## src/rtl/apb_cmd_sequencer.sv

```systemverilog
// apb_cmd_sequencer
//   Sits in front of apb_master. Requester commands are queued in a command
//   FIFO and handed to the master one at a time. Each completion (or a
//   synthetic error after TIMEOUT cycles) is queued in a response FIFO that the
//   requester drains with valid/ready.
//
// Ports
//   pclk, preset           clock, synchronous active-high reset
//   i_req_cmd/i_req_valid  requester command {pwrite, pstrb, pwdata, paddr}
//   o_req_ready            command FIFO has room
//   o_rsp_data/o_rsp_valid head of response FIFO {pslverr, prdata}
//   i_rsp_ready            requester consumes the head response
//   o_cmd/o_valid          command to apb_master, one-cycle valid pulse
//   i_resp/i_ready         completion from apb_master, one-cycle pulse
//   o_busy                 a command is in flight
//   o_timeout              sticky timeout flag, cleared only by reset
module apb_cmd_sequencer #(
   parameter int DW      = 32,
   parameter int AW      = 5,
   parameter int SW      = DW / 8,
   parameter int CW      = 1 + SW + DW + AW,
   parameter int RW      = 1 + DW,
   parameter int DEPTH   = 4,
   parameter int TIMEOUT = 64
) (
   input  logic          pclk,
   input  logic          preset,
   input  logic [CW-1:0] i_req_cmd,
   input  logic          i_req_valid,
   output logic          o_req_ready,
   output logic [RW-1:0] o_rsp_data,
   output logic          o_rsp_valid,
   input  logic          i_rsp_ready,
   output logic [CW-1:0] o_cmd,
   output logic          o_valid,
   input  logic [RW-1:0] i_resp,
   input  logic          i_ready,
   output logic          o_busy,
   output logic          o_timeout
);

   localparam int PW = $clog2(DEPTH);
   localparam int TW = $clog2(TIMEOUT);
   localparam logic [PW:0]   PTR_ONE  = (PW + 1)'(1'b1);
   localparam logic [TW-1:0] CNT_ONE  = TW'(1'b1);
   localparam logic [TW-1:0] CNT_LAST = TW'(TIMEOUT - 1);

   typedef enum logic [1:0] {
      IDLE  = 2'd0,
      ISSUE = 2'd1,
      WAIT  = 2'd2
   } state_t;

   state_t        state_r;
   logic [CW-1:0] cmd_r;
   logic          valid_r;
   logic          busy_r;
   logic          timeout_r;
   logic [TW-1:0] cnt_r;

   // Pointers carry one extra wrap bit so full and empty are distinguishable.
   logic [CW-1:0] cmd_mem_r [DEPTH];
   logic [PW:0]   cmd_wr_r, cmd_rd_r;
   logic [RW-1:0] rsp_mem_r [DEPTH];
   logic [PW:0]   rsp_wr_r, rsp_rd_r;

   logic          cmd_empty_s, cmd_full_s, cmd_push_s, cmd_pop_s;
   logic          rsp_empty_s, rsp_full_s, rsp_pop_s, rsp_push_s;
   logic [RW-1:0] rsp_push_data_s;

   assign cmd_empty_s = (cmd_wr_r == cmd_rd_r);
   assign cmd_full_s  = (cmd_wr_r[PW] != cmd_rd_r[PW]) &&
                        (cmd_wr_r[PW-1:0] == cmd_rd_r[PW-1:0]);
   assign rsp_empty_s = (rsp_wr_r == rsp_rd_r);
   assign rsp_full_s  = (rsp_wr_r[PW] != rsp_rd_r[PW]) &&
                        (rsp_wr_r[PW-1:0] == rsp_rd_r[PW-1:0]);

   // Ready is held low for the whole reset window, then follows FIFO occupancy.
   assign o_req_ready = !preset && !cmd_full_s;
   assign cmd_push_s  = i_req_valid && o_req_ready;
   // Issuing only when the response FIFO has room reserves the completion slot.
   assign cmd_pop_s   = (state_r == IDLE) && !cmd_empty_s && !rsp_full_s;

   assign o_rsp_valid = !rsp_empty_s;
   assign o_rsp_data  = rsp_empty_s ? {RW{1'b0}} : rsp_mem_r[rsp_rd_r[PW-1:0]];
   assign rsp_pop_s   = !rsp_empty_s && i_rsp_ready;

   assign o_cmd     = cmd_r;
   assign o_valid   = valid_r;
   assign o_busy    = busy_r;
   assign o_timeout = timeout_r;

   // Select what, if anything, enters the response FIFO this cycle.
   always_comb begin
      rsp_push_s      = 1'b0;
      rsp_push_data_s = {RW{1'b0}};
      case (state_r)
         ISSUE: begin
            if (i_ready) begin
               rsp_push_s      = 1'b1;
               rsp_push_data_s = i_resp;
            end else begin
               rsp_push_s      = 1'b0;
            end
         end
         WAIT: begin
            if (i_ready) begin
               rsp_push_s      = 1'b1;
               rsp_push_data_s = i_resp;
            end else if (cnt_r == CNT_LAST) begin
               rsp_push_s      = 1'b1;
               rsp_push_data_s = {1'b1, {DW{1'b0}}};
            end else begin
               rsp_push_s      = 1'b0;
            end
         end
         default: begin
            rsp_push_s      = 1'b0;
         end
      endcase
   end

   // Command FIFO storage and pointers.
   always_ff @(posedge pclk) begin
      if (preset) begin
         cmd_wr_r <= {(PW + 1){1'b0}};
         cmd_rd_r <= {(PW + 1){1'b0}};
      end else begin
         if (cmd_push_s) begin
            cmd_mem_r[cmd_wr_r[PW-1:0]] <= i_req_cmd;
            cmd_wr_r <= cmd_wr_r + PTR_ONE;
         end
         if (cmd_pop_s) begin
            cmd_rd_r <= cmd_rd_r + PTR_ONE;
         end
      end
   end

   // Response FIFO storage and pointers.
   always_ff @(posedge pclk) begin
      if (preset) begin
         rsp_wr_r <= {(PW + 1){1'b0}};
         rsp_rd_r <= {(PW + 1){1'b0}};
      end else begin
         if (rsp_push_s) begin
            rsp_mem_r[rsp_wr_r[PW-1:0]] <= rsp_push_data_s;
            rsp_wr_r <= rsp_wr_r + PTR_ONE;
         end
         if (rsp_pop_s) begin
            rsp_rd_r <= rsp_rd_r + PTR_ONE;
         end
      end
   end

   // Issue/wait sequencer. cnt_r counts cycles since the ISSUE cycle, so the
   // synthetic error is pushed TIMEOUT-1 cycles after ISSUE and becomes
   // visible TIMEOUT cycles after it.
   always_ff @(posedge pclk) begin
      if (preset) begin
         state_r   <= IDLE;
         cmd_r     <= {CW{1'b0}};
         valid_r   <= 1'b0;
         busy_r    <= 1'b0;
         timeout_r <= 1'b0;
         cnt_r     <= {TW{1'b0}};
      end else begin
         case (state_r)
            IDLE: begin
               cnt_r <= {TW{1'b0}};
               if (cmd_pop_s) begin
                  cmd_r   <= cmd_mem_r[cmd_rd_r[PW-1:0]];
                  valid_r <= 1'b1;
                  busy_r  <= 1'b1;
                  state_r <= ISSUE;
               end else begin
                  valid_r <= 1'b0;
                  busy_r  <= 1'b0;
               end
            end
            ISSUE: begin
               valid_r <= 1'b0;
               if (i_ready) begin
                  cnt_r   <= {TW{1'b0}};
                  busy_r  <= 1'b0;
                  state_r <= IDLE;
               end else begin
                  cnt_r   <= cnt_r + CNT_ONE;
                  state_r <= WAIT;
               end
            end
            WAIT: begin
               valid_r <= 1'b0;
               if (i_ready) begin
                  cnt_r   <= {TW{1'b0}};
                  busy_r  <= 1'b0;
                  state_r <= IDLE;
               end else if (cnt_r == CNT_LAST) begin
                  cnt_r     <= {TW{1'b0}};
                  busy_r    <= 1'b0;
                  timeout_r <= 1'b1;
                  state_r   <= IDLE;
               end else begin
                  cnt_r <= cnt_r + CNT_ONE;
               end
            end
            default: begin
               valid_r <= 1'b0;
               busy_r  <= 1'b0;
               cnt_r   <= {TW{1'b0}};
               state_r <= IDLE;
            end
         endcase
      end
   end

endmodule

```

## config.mk

```make
export PLATFORM = sky130hd
export DESIGN_NAME = apb_cmd_sequencer
export DESIGN_NICKNAME = d
export VERILOG_FILES = /design/src/rtl/apb_cmd_sequencer.sv
export SDC_FILE = /design/constraint.sdc
export NUM_CORES = 1
export LEC_CHECK = 0
export BUFFER_PORTS_ARGS = -buffer_cell sky130_fd_sc_hd__buf_2
export CAP_MARGIN = 20
export CORE_MARGIN = 8
export CORE_UTILIZATION = 40
export CTS_BUF_LIST = sky130_fd_sc_hd__clkbuf_8
export CTS_CLUSTER_SIZE = 20
export DETAILED_ROUTE_END_ITERATION = 16
export PLACE_DENSITY = 0.65
export SETUP_SLACK_MARGIN = 0.3
export SLEW_MARGIN = 20
export SYNTH_ARGS = -nofsm -noshare
export SYNTH_HDL_FRONTEND = slang
export SYNTH_SLANG_ARGS = --single-unit
```

## constraint.sdc

```tcl
create_clock -name pclk -period 6.8 [get_ports pclk]
set_input_delay 1.36 -clock pclk [delete_from_list [all_inputs] [get_ports pclk]]
set_output_delay 1.36 -clock pclk [all_outputs]
set_load 0.05 [all_outputs]
```

==> impl_results.md, run 1 <==
- Combinational share of power: 25.7%
- Upper clock frequency limit: 258.2 MHz
- Number of max-slew violations in the final report: 0
- Min cycle time layout: 3873 ps
- Starting utilization of the core area: 40.66%
- Residual DRC count: 0
- Simple-Gate Fraction of Synth Area: 6.782%
- Worst setup path class: register to primary output
- Largest net degree at the start of global routing: 48
- Global-route wire length before repair: 49,370 µm
- Filler cells: 3,065
- Vias per std cell: 5.398
- Max Root-Sink Buffers: 3
- Count of vias placed by the detailed router: 8,151
- Total GRT Usage: 14.90%
- Endpoints failing hold: 0
- Power per cell area: 372.4 nW/µm²
- Initial antenna violation count: 3
- Proportion of layout cells with a drive suffix above 1: 34.51%
- Number of standard-cell rows in the floorplan: 69
- Post-detailed-route wirelength per cell: 21.32 µm
- Worst-path maximum fanout: 47
- Result of the run: complete, no violations
- Switching share of power: 34.13%
- First drt pass iteration count: 5
- Register bit total from synthesis: 367
- Share of power burned in the clock network: 31.2%
- Reg2reg start: cmd_rd_r[0]
- Core ar.: 35,570 µm²
- Clock transition at the registers of the reported paths: 70 ps
- Mux share of post-synthesis cell area: 11.83%
- Synthesized instance count: 823
- Clk root buf: sky130_fd_sc_hd__clkbuf_8
- Crit path DAT: 2510 ps
- Area enclosed by the die boundary: 42,500 µm²
- Leak pwr: 6.013 nW
- Fin util: 47.73%
- Synthesized area per cell: 17.57 µm²
- Number of distinct standard cells referenced by the synthesized netlist: 47
- Worst min path class: register to register
- Vertical extent of the die: 206.2 µm
- Cells resized by post-CTS repair: 0
- Vias in the first global route: 8,643
- Yosys warns: 0
- Share of the clock period used by the worst path after layout: 56.95%
- Share of the synthesized area in compound gates (AO/OA/AOI/OAI): 5.260%
- Number of enable flip-flop cells after synthesis: 300
- Synth Cell Area: 14,460 µm²
- Layout overhead on the synthesized area: 17.38%
- Half-perimeter wire length after detailed placement: 19,370 µm
- Mapped Nets: 917
- Routed Wire Length: 32,190 µm
- Dominant register cell in the synthesized netlist: sky130_fd_sc_hd__edfxtp_1
- Internal power component: 4.165 mW
- Total grt overflow: 0
- Cell count after placement: 1,395
- Setup crit start kind: register
- Total number of clock tree sinks: 367
- Remaining antenna violation count after routing: 0
- Launching instance or port of the critical path: cmd_rd_r[0]
- Port-buffer cells: 159
- Slew headroom: 30.41%
- Die extent in x: 206.2 µm
- Fraction of registers with async set or reset after synthesis: 0%
- Maximum VDD drop: 0.3541 mV
- Combinational family with the most area after synthesis: multiplexers
- Worst setup skew after layout: 44.29 ps
- Startpoint of the tightest hold check path: cnt_r[0]
- Kind of end point of the critical path: primary output
- H-Tree Depth: 2
- Max-capacitance violation count: 0
- WHS: 449.0 ps
- Number of non-filler instances in the completed layout: 1,510
- Number of buffers added for setup after CTS: 0
- Net count of the finished layout: 1,089
- Post-Synth XOR/XNOR Area: 1.125%
- Share of power burned in registers: 43.1%
- Synth Area in Adders: 1.211%
- Routability-driven placement congestion ratio: 0.6944
- Register area share after synthesis: 71.56%
- Number of setup violations in the final report: 0
- Top-Level Pins: 160
- First DRT Iteration DRCs: 514
- RSZ-0062 raised after global routing: no
- Total CTS buffers: 59
- Insertion delay of the later-clocked pin in the worst-skew pair: 640 ps
- NetSw: 2.157 mW
- Required time of the worst setup path: 5440 ps
- Least-Margin Pin Slew: 1040 ps
- Cts-stage hold buffer count: 0
- Summed negative setup slack over all endpoints: 0 ps
- CTS tree: done
critical path, cell delays in order (launching register included):
cell	delay [ps]
sky130_fd_sc_hd__dfxtp_4	980
sky130_fd_sc_hd__xnor2_1	320
sky130_fd_sc_hd__a31oi_1	250
sky130_fd_sc_hd__buf_2	300
final cells by class:
type | instances | area [µm²] | share of cell area [%]
flip-flops and latches | 367 | 10360 | 61.00
multi-input cells | 381 | 3815 | 22.47
clock buffers | 69 | 949.7 | 5.594
repair buffers | 173 | 900.9 | 5.306
well taps | 461 | 576.8 | 3.397
clock inverters | 43 | 322.8 | 1.901
inverters | 13 | 48.80 | 0.2874
diodes | 3 | 7.507 | 0.04422
Yosys cell counts (all sizes together), types with 14 or more instances:
library cell    n  area (µm²)
edfxtp        300        9009
mux4           75        1689
dfxtp          67        1341
a21oi          50       250.2
o31ai          46       345.3
nand4          43       269.0
clkbuf         33       123.9
and3           32       200.2
buf            29       151.4
nor2b          24       150.1
nor2           15       56.30
ha             14       175.2
state kept, by name, summed over array words and instances (netlist names), named ones only:
| register | count |
|---|---|
| o_busy | 1 |
| cmd_wr_r | 3 |
| cmd_mem_r | 168 |
| cnt_r | 6 |
| o_valid | 1 |
| rsp_rd_r | 3 |
| rsp_wr_r | 3 |
| o_cmd | 42 |
| cmd_rd_r | 3 |
| o_timeout | 1 |
| rsp_mem_r | 132 |
| state_r | 2 |
per-stage QoR:
step | power (mW) | worst slack, ps | area [µm²]
finish | 6.322 | 2927 | 16980
global route | 6.594 | 2707 | 16970
CTS | 6.399 | 2820 | 16970
detailed placement | 4.413 | 3162 | 15700
global placement | 4.399 | 3189 | 15700
floorplan | 3.976 | 1008 | 14460
layer usage:
layer,global-route usage [%],part of all wire (%),up-vias
met3,4.075,8.0,57
li1,-,-,3667
met2,24.68,48,267
met1,19.06,42,4154
met5,0,0.12,-
met4,4.183,1.8,6
path summary, 6_finish.rpt:
check / to / slack (ps) / cells after the start
worst min register to register: cnt_r[0] / 450 / 1
worst min-delay path: cnt_r[0] / 450 / 1
worst max-delay path: o_req_ready / 2930 / 3
worst max register to register: cmd_mem_r[0][39] / 3480 / 4
power groups by stage:
stage               sequential, mW  clock, mW  combinational, mW
floorplan                     3.11          0              0.867
finish                        2.73       1.97               1.62
detailed placement            2.78          0               1.64
CTS                           2.73       2.02               1.64
global route                  2.75       2.12               1.72
global placement              2.77          0               1.63
cells by family after synthesis:
family,Yosys count
flops,367
compound gates,116
simple gates,158
xor+xnor,16
fa+ha+maj,14
buf+inv,75
mux,77
cells in the final DEF, fill, tap and decap left out, types with 14 or more instances in the layout:
master and instances:
sky130_fd_sc_hd__a21oi_1 50, sky130_fd_sc_hd__and3_1 32, sky130_fd_sc_hd__buf_2 159, sky130_fd_sc_hd__buf_4 14
sky130_fd_sc_hd__clkbuf_8 69, sky130_fd_sc_hd__dfxtp_1 64, sky130_fd_sc_hd__edfxtp_1 300, sky130_fd_sc_hd__inv_1 31
sky130_fd_sc_hd__mux4_2 75, sky130_fd_sc_hd__nand4_1 43, sky130_fd_sc_hd__nor2_1 15, sky130_fd_sc_hd__nor2b_1 24
sky130_fd_sc_hd__o31ai_1 46
No activity file was read; power rests on OpenSTA's default activity.
==> run 2: changes to the inputs <==
Settings changed: PLACE_DENSITY 0.65 to 0.67.
Clock period 6.8 ns to 3.24 ns, I/O delays scaled along.
==> impl_results.md, run 2 (synthesized netlist as in run 1, its figures left out) <==
- Result of the run: complete, no violations (unchanged)
- Most frequent cells in the layout: sky130_fd_sc_hd__edfxtp_1, sky130_fd_sc_hd__buf_2, sky130_fd_sc_hd__mux4_2 (unchanged)
- Family of cells with the greatest summed delay on the critical path: flip-flops (unchanged)
- Cell count after placement: 1,409 (was 1,395)
- Cells resized by post-CTS repair: 5 (was 0)
- Core ar.: 35,570 µm² (unchanged)
- H-Tree Depth: 2 (unchanged)
- Min cycle time layout: 2837 ps
- Leak pwr: 6.081 nW (was 6.013 nW)
- Insertion delay of the later-clocked pin in the worst-skew pair: 620 ps (was 640 ps)
- CTS tree: done (unchanged)
- Proportion of layout cells with a drive suffix above 1: 35.16% (was 34.51%)
- Total CTS buffers: 58 (was 59)
- Largest stage delay on the critical path: 490 ps (was 980 ps)
- Buffers and inverters on the worst path: 2 (was 1)
- Global-route wire length before repair: 48,880 µm (was 49,370 µm)
- Upper clock frequency limit: 352.5 MHz
- Layout overhead on the synthesized area: 18.79% (was 17.38%)
- Starting utilization of the core area: 40.66% (unchanged)
- Number of setup violations in the final report: 0 (unchanged)
- Kind of end point of the critical path: primary output (unchanged)
- Clock transition at the registers of the reported paths: 70 ps (about the same)
- Vias per std cell: 5.334 (was 5.398)
- Maximum VDD drop: 0.6083 mV (was 0.3541 mV)
- Cts-stage hold buffer count: 0 (unchanged)
- RSZ-0062 raised after global routing: no (unchanged)
- Initial antenna violation count: 5 (was 3)
- Max FFs per register: 168 (unchanged)
- Slew headroom: 30.91% (was 30.41%)
- First drt pass iteration count: 5 (unchanged)
- Max-capacitance violation count: 0 (unchanged)
- Vertical extent of the die: 206.2 µm (unchanged)
- Summed negative setup slack over all endpoints: 0 ps (unchanged)
- Endpoints failing hold: 0 (unchanged)
- Largest net degree at the start of global routing: 47 (was 48)
- Cell area after layout: 17,180 µm² (was 16,980 µm²)
- Worst setup skew after layout: 48.25 ps (was 44.29 ps)
- Count of vias placed by the detailed router: 8,119 (was 8,151)
- Instance area after placement: 15,940 µm² (was 15,700 µm²)
- Number of buffers added for setup after CTS: 0 (unchanged)
- Remaining antenna violation count after routing: 0 (unchanged)
- Share of the clock period used by the worst path after layout: 87.56%
- Total grt overflow: 0 (unchanged)
- Post-detailed-route wirelength per cell: 20.98 µm (was 21.32 µm)
- Vias in the first global route: 8,527 (was 8,643)
- Worst min path class: input pin to register (was register to register)
- Most common library cell in the layout ignoring fill and taps: sky130_fd_sc_hd__edfxtp_1 (unchanged)
- Setup crit start kind: register (unchanged)
- Number of non-filler instances in the completed layout: 1,522 (was 1,510)
- Routed Wire Length: 31,930 µm (was 32,190 µm)
- Top-Level Pins: 160 (unchanged)
- Total GRT Usage: 14.76% (was 14.90%)
- Series of cell instances along the critical path: xor2_4 -> nor3_2 -> buf_6 -> and2b_1 -> buf_2 (was xnor2_1 -> a31oi_1 -> buf_2)
- Port-buffer cells: 159 (unchanged)
- Clk root buf: sky130_fd_sc_hd__clkbuf_8 (unchanged)
- Max Root-Sink Buffers: 3 (unchanged)
- Required time of the worst setup path: 2590 ps (was 5440 ps)
- Filler cells: 3,041 (was 3,065)
- Die extent in x: 206.2 µm (unchanged)
- Routability-driven placement congestion ratio: 0.7409 (was 0.6944)
- Half-perimeter wire length after detailed placement: 19,980 µm (was 19,370 µm)
- Total number of clock tree sinks: 367 (unchanged)
- Residual DRC count: 0 (unchanged)
- Area enclosed by the die boundary: 42,500 µm² (unchanged)
- Slowest cell on crit path: sky130_fd_sc_hd__dfxtp_1 (was sky130_fd_sc_hd__dfxtp_4)
- Crit path DAT: 2190 ps (was 2510 ps)
- Least-Margin Pin Slew: 1033 ps (was 1040 ps)
- First DRT Iteration DRCs: 434 (was 514)
- Worst-path maximum fanout: 34 (was 47)
- Net count of the finished layout: 1,102 (was 1,089)
- Power per cell area: 764.7 nW/µm² (was 372.4 nW/µm²)
- Worst setup path class: register to primary output (unchanged)
- Sequential Area: 10,360 µm² (unchanged)
- Area occupied by multi-input gates: 3861 µm² (was 3815 µm²)
- Number of standard-cell rows in the floorplan: 69 (unchanged)
- Number of max-slew violations in the final report: 0 (unchanged)
## run 2: changes by cell type in the layout (fill, tap and decap cells not counted), sizes merged
cell / delta
clkinvlp: -1
inv: -4
clkbuf: -6
clkinv: +9
buf: +14
## run 2: per-layer routing
metal	up-vias	global-route usage [%]	share of wire [%]
li1	3695	-	-
met1	4103	18.64	42
met2	269	25.06	49
met3	48	3.824	7.7
met4	4	3.828	1.8
met5	-	0	0.085
## run 2: worst register-to-register path, stage by stage (launching register included)
cell and delay, ps:
sky130_fd_sc_hd__dfxtp_1 490, sky130_fd_sc_hd__xnor2_1 160, sky130_fd_sc_hd__a311oi_2 550, sky130_fd_sc_hd__and2_2 600, sky130_fd_sc_hd__buf_4 290
## run 2: worst paths after layout
| check | slack, ps | start | end | cells past startpoint |
|---|---|---|---|---|
| max | 400 | rsp_wr_r[1] | o_rsp_data[23] | 5 |
| min | 250 | i_req_cmd[25] | cmd_mem_r[3][25] | 1 |
| max reg2reg | 870 | cmd_wr_r[0] | cmd_mem_r[3][34] | 4 |
| min reg2reg | 440 | o_timeout | o_timeout | 2 |
## run 2: cell type report
type | count | area share, %
multi-input cells | 381 | 22.47
inverters | 13 | 0.2840
flip-flops and latches | 367 | 60.28
well taps | 461 | 3.357
diodes | 3 | 0.04369
clock buffers | 63 | 5.047
clock inverters | 47 | 1.915
repair buffers | 187 | 6.605
## run 2: power breakdown
part / internal (mW) / leakage (nW) / switching [mW]
clock: 2.14 / 0.675 / 1.79
sequential: 5.45 / 3.18 / 0.201
combinational: 1.07 / 2.22 / 2.50
## run 2: per-stage QoR
step	setup slack [ps]	util, %	power [mW]	hold slack [ps]
6_report	403.0	48.30	13.14	251.1
5_1_grt	300.2	48.29	13.72	227.5
4_1_cts	364.6	48.28	13.30	217.3
3_5_place_dp	721.4	44.80	9.351	443.6
3_3_place_gp	737.7	44.80	9.316	430.1
2_1_floorplan	481.1	-	8.350	417.5
